`src/rtl/ps2_key_fifo.sv`:
```
// PS/2 key front end: folds E0/F0 prefix bytes into key events and queues them in a FWFT FIFO.
// Latency: a code byte strobed at edge N is visible on key_valid/key_data/key_count after edge N.
// Backpressure: none upstream; pushes into a full FIFO are dropped and flagged in sticky overflow.

module key_fifo #(
  parameter int W      = 10,
  parameter int DEPTH  = 8,
  parameter int ADDR_W = 3
) (
  input  logic              clock,
  input  logic              reset,
  input  logic              wr_vld,
  input  logic [W-1:0]      wr_dat,
  input  logic              rd_rdy,
  output logic              rd_vld,
  output logic [W-1:0]      rd_dat,
  output logic [ADDR_W:0]   count,
  output logic              drop
);

  localparam logic [ADDR_W:0] FULL_CNT = (ADDR_W+1)'(DEPTH);

  logic [W-1:0]      mem [DEPTH];
  logic [ADDR_W-1:0] wptr;
  logic [ADDR_W-1:0] rptr;
  logic              empty;
  logic              full;
  logic              do_wr;
  logic              do_rd;

  assign empty = (count == '0);
  assign full  = (count == FULL_CNT);

  // A pop on the same edge frees the slot, so a full FIFO still accepts that push.
  assign do_rd = rd_rdy && !empty;
  assign do_wr = wr_vld && (!full || do_rd);
  assign drop  = wr_vld && full && !do_rd;

  assign rd_vld = !empty;
  assign rd_dat = empty ? '0 : mem[rptr];

  always_ff @(posedge clock) begin
    if (!reset) begin
      wptr  <= '0;
      rptr  <= '0;
      count <= '0;
    end else begin
      if (do_wr) begin
        wptr <= wptr + 1'b1;
      end
      if (do_rd) begin
        rptr <= rptr + 1'b1;
      end
      unique case ({do_wr, do_rd})
        2'b10:   count <= count + 1'b1;
        2'b01:   count <= count - 1'b1;
        default: count <= count;
      endcase
    end
  end

  // Storage carries no reset; its contents are only observed through valid pointers.
  always_ff @(posedge clock) begin
    if (do_wr) begin
      mem[wptr] <= wr_dat;
    end
  end

endmodule

module ps2_key_fifo #(
  parameter int DEPTH      = 8,
  parameter int ADDR_W     = 3,
  parameter int DROP_BREAK = 0
) (
  input  logic              clock,
  input  logic              reset,
  input  logic              ps2_key_pressed,
  input  logic [7:0]        ps2_out,
  input  logic              key_read,
  input  logic              ovf_clear,
  output logic              key_valid,
  output logic [31:0]       key_data,
  output logic [ADDR_W:0]   key_count,
  output logic              overflow
);

  typedef struct packed {
    logic       ext;
    logic       brk;
    logic [7:0] code;
  } key_evt_t;

  typedef enum logic [1:0] {
    IDLE    = 2'd0,
    EXT     = 2'd1,
    BRK     = 2'd2,
    EXT_BRK = 2'd3
  } pfx_state_t;

  pfx_state_t state_q;
  pfx_state_t state_d;
  key_evt_t   evt_dat;
  logic       evt_vld;
  key_evt_t   head_dat;
  logic       fifo_drop;

  always_ff @(posedge clock) begin
    if (!reset) begin
      state_q <= IDLE;
    end else begin
      state_q <= state_d;
    end
  end

  always_comb begin
    state_d = state_q;
    evt_dat = '0;
    evt_vld = 1'b0;
    if (ps2_key_pressed) begin
      unique case (ps2_out)
        8'hE0: begin
          if (state_q == IDLE)     state_d = EXT;
          else if (state_q == BRK) state_d = EXT_BRK;
        end
        8'hF0: begin
          if (state_q == IDLE)     state_d = BRK;
          else if (state_q == EXT) state_d = EXT_BRK;
        end
        default: begin
          evt_dat.ext  = (state_q == EXT) || (state_q == EXT_BRK);
          evt_dat.brk  = (state_q == BRK) || (state_q == EXT_BRK);
          evt_dat.code = ps2_out;
          // A suppressed release still consumes its prefix.
          evt_vld      = !((DROP_BREAK != 0) && evt_dat.brk);
          state_d      = IDLE;
        end
      endcase
    end
  end

  key_fifo #(
    .W      ($bits(key_evt_t)),
    .DEPTH  (DEPTH),
    .ADDR_W (ADDR_W)
  ) u_fifo (
    .clock  (clock),
    .reset  (reset),
    .wr_vld (evt_vld),
    .wr_dat (evt_dat),
    .rd_rdy (key_read),
    .rd_vld (key_valid),
    .rd_dat (head_dat),
    .count  (key_count),
    .drop   (fifo_drop)
  );

  assign key_data = {22'b0, head_dat};

  // A new overflow outranks a clear arriving on the same edge.
  always_ff @(posedge clock) begin
    if (!reset) begin
      overflow <= 1'b0;
    end else if (fifo_drop) begin
      overflow <= 1'b1;
    end else if (ovf_clear) begin
      overflow <= 1'b0;
    end
  end

endmodule

```
`config.mk`:
```
export PLATFORM = sky130hd
export DESIGN_NAME = ps2_key_fifo
export DESIGN_NICKNAME = d
export VERILOG_FILES = /design/src/rtl/ps2_key_fifo.sv
export SDC_FILE = /design/constraint.sdc
export NUM_CORES = 1
export LEC_CHECK = 0
export CAP_MARGIN = 0
export CORE_UTILIZATION = 52
export DETAILED_ROUTE_END_ITERATION = 8
export PLACE_DENSITY = 0.84
export SYNTH_ARGS = -nofsm -noshare
export SYNTH_HDL_FRONTEND = slang
export SYNTH_HIERARCHICAL = 1
export SYNTH_SLANG_ARGS = --single-unit
```
`constraint.sdc`:
```
create_clock -name clock -period 6.38 [get_ports clock]
set_input_delay 0.957 -clock clock [delete_from_list [all_inputs] [get_ports clock]]
set_output_delay 0.957 -clock clock [all_outputs]
set_load 0.005 [all_outputs]
```
==> reports/results.ini <==
[critical_path]
arrival_ns=3.44
r2r_slack_ns=3.82
ff2ff_path_depth=4
slowest_delay_ns=0.77
cp_num_buf_inv=1
crit_end=u_fifo/mem[2][7]$_DFFE_PP_
critPathKind=primary input to flip-flop
crit_slowest_cell=nor2_1
reg2reg_to=u_fifo/mem[2][7]$_DFFE_PP_
cp_max_fo=17
crit_start=ps2_out[2]
critPathRequiredTime_ns=6.36
cp_top_family=simple AND/OR/NAND/NOR gates
crit_cells=6
cp-start-kind=primary input
path_cells=clkdlybuf4s50_1 -> and4bb_1 -> a31oi_4 -> o21ai_1 -> or2_2 -> nor2_1
endpoint_kind=flip-flop
timing.rr.start=u_fifo/count[1]$_SDFFE_PN0P_

[synthesis]
synth_edf_count=80
async_flop_share_pct=0
synth_area_sq_mm=0.004153
netlist_instances=256
yosys_most_used_dff=edfxtp_1
ys_ff_latch=96
ys_seq_area_share_pct=65.56
yosys_warnings=6
syn_avg_cell_area_sq_um=16.22
synth_cell_types=47

[floorplan]
ios=51
dieHeight_microns=91.37
core_sq_mm=0.007727
start_util_pct=53.74
placementRows=32
dieWidth_microns=91.37
die_area_sq_mm=0.008348

[place]
hpwl_microns=4627
dp_worst_setup_slack_ns=2.551
gp_congestion=0.7646
io_buffers=28
place_area_sq_mm=0.004437

[timing]
whs_ns=0.4976
tightest_slew_ns=1.119
fin_crit_sh_pct=54.30
fin_crit_ns=3.465
finClkSkew_ns=0.005823
setup_viol=0
setup_ws_ns=2.915
relSlewSlack_pct=25.13
slew_viol_final=0
fmax_mhz=288.6
hold_viol=0
finalSetupTns_ns=0
rsz0062_at_grt=false

[routing]
wl_per_cell_microns=18.04
drt-total-wl_microns=7089
viasPerCell=5.539
ant_nets=0
drc=0
first_iter_violations=118
via_count=2177
dr.pass1.iters=4

[final_layout]
design_area_sq_mm=0.004633
layout_commonest_cell=edfxtp_1
num_antenna_cells=0
most-common-layout-cells=edfxtp_1 (80), clkdlybuf4s50_1 (28), conb_1 (22)
fill_cells=569
layout-drive-gt1-share_pct=16.49
layout.nets=302
syn_to_final_growth_pct=11.57

[global_route]
grt_pass1_wl_microns=11450
antenna_found_initial=0
grt_max_degree=21
grt_util_all_layers_pct=19.00
grt_pass1_vias=2148
gr-total-overflow=0

[cts]
cts_made_buffers=9
clk_pin_slew_ns=0.09
cts.repair.resized=0
hold_buffers=0
post_cts_buffers=0
tritoncts=yes
clockBufferDepth=2
clock_sinks=96
cts-root-buf=clkbuf_8
cts_max_level=3
clk_latency_ns=0.35

[pwr]
vdd_ir_drop_max_v=0.0002218
cellLeakagePower_nw=1.545
powerDensity_mw_per_mm2=331.0
p_total_w=0.001533

[min_path]
hp-class=flip-flop to flip-flop

[status]
status=finished, final reports clean

[job]
cap_violations=0

how the worst min path moves through the flow:
stage,from,end,slack (ns),cells after the start
after global routing,u_fifo/wptr[0]$_SDFFE_PN0P_,u_fifo/wptr[0]$_SDFFE_PN0P_,0.53,2
after CTS,u_fifo/wptr[0]$_SDFFE_PN0P_,u_fifo/wptr[0]$_SDFFE_PN0P_,0.50,2
final,u_fifo/wptr[0]$_SDFFE_PN0P_,u_fifo/wptr[0]$_SDFFE_PN0P_,0.50,2
after detailed placement,u_fifo/wptr[0]$_SDFFE_PN0P_,u_fifo/wptr[0]$_SDFFE_PN0P_,0.49,2
after global placement,u_fifo/wptr[0]$_SDFFE_PN0P_,u_fifo/wptr[0]$_SDFFE_PN0P_,0.48,2
after floorplan,u_fifo/wptr[0]$_SDFFE_PN0P_,u_fifo/wptr[0]$_SDFFE_PN0P_,0.46,2
cell families after synthesis:
family / share of synthesized area (%)
AO/OA/AOI/OAI: 3.555
XOR/XNOR: 1.265
adder cells (fa/ha/maj): 0.9040
buffers and inverters: 5.604
flip-flops: 65.56
multiplexers: 13.98
other: 0.09030
AND/OR/NAND/NOR: 9.039
worst register-to-register path: stages (launching register included):
cell     delay, ns
dfxtp_1       0.56
or3_1         0.32
o21ai_1       0.16
or2_2         0.36
nor2_1        0.77
area by class of cell:
| cell class | instances | area (sq um) | share of cell area, % |
|---|---|---|---|
| clock buffer | 9 | 123.9 | 2.674 |
| multi-input combinational | 146 | 1276 | 27.55 |
| timing repair buffer | 31 | 302.8 | 6.535 |
| sequential | 96 | 2723 | 58.76 |
| clock inverter | 7 | 72.57 | 1.566 |
| inverter | 2 | 7.507 | 0.1620 |
| tap | 102 | 127.6 | 2.755 |
synthesized netlist by cell type, drive strengths merged (3+ instances only):
cell type,instances,area (sq um)
clkbuf,5,18.77
edfxtp,80,2402
nand2,5,18.77
o21ai,3,15.01
nor3,3,15.01
nor2,22,101.4
mux2i,13,130.1
ha,3,37.54
nand2b,3,18.77
o211ai,3,27.52
nor2b,8,50.05
dfxtp,16,320.3
and2,14,88.84
buf,28,206.4
mux4,20,450.4
xnor2,4,35.03
sequential cells by signal, summed over array words and instances (netlist names), named ones only:
name and cells:
u_fifo/count 4, u_fifo/mem 80, overflow 1, u_fifo/wptr 3
state_q 2, u_fifo/rptr 3
power by group:
group | switching (W) | internal [W]
sequential | 0.0000401 | 0.000706
combinational | 0.000182 | 0.000223
clock | 0.000201 | 0.000181
per-layer routing:
metal,track usage [%],wire (microns),vias to the layer above
li1,-,-,986
met1,24.49,2987,1099
met2,31.31,3625,77
met3,3.685,330,15
met4,8.730,146,0
met5,0,0,-
stage by stage:
stage               util, %  cells
global route          59.96    393
global placement      57.42    377
CTS                   59.96    393
floorplan                 -    277
detailed placement    57.42    377
finish                59.96    393
(Power assumes the default switching activity.)
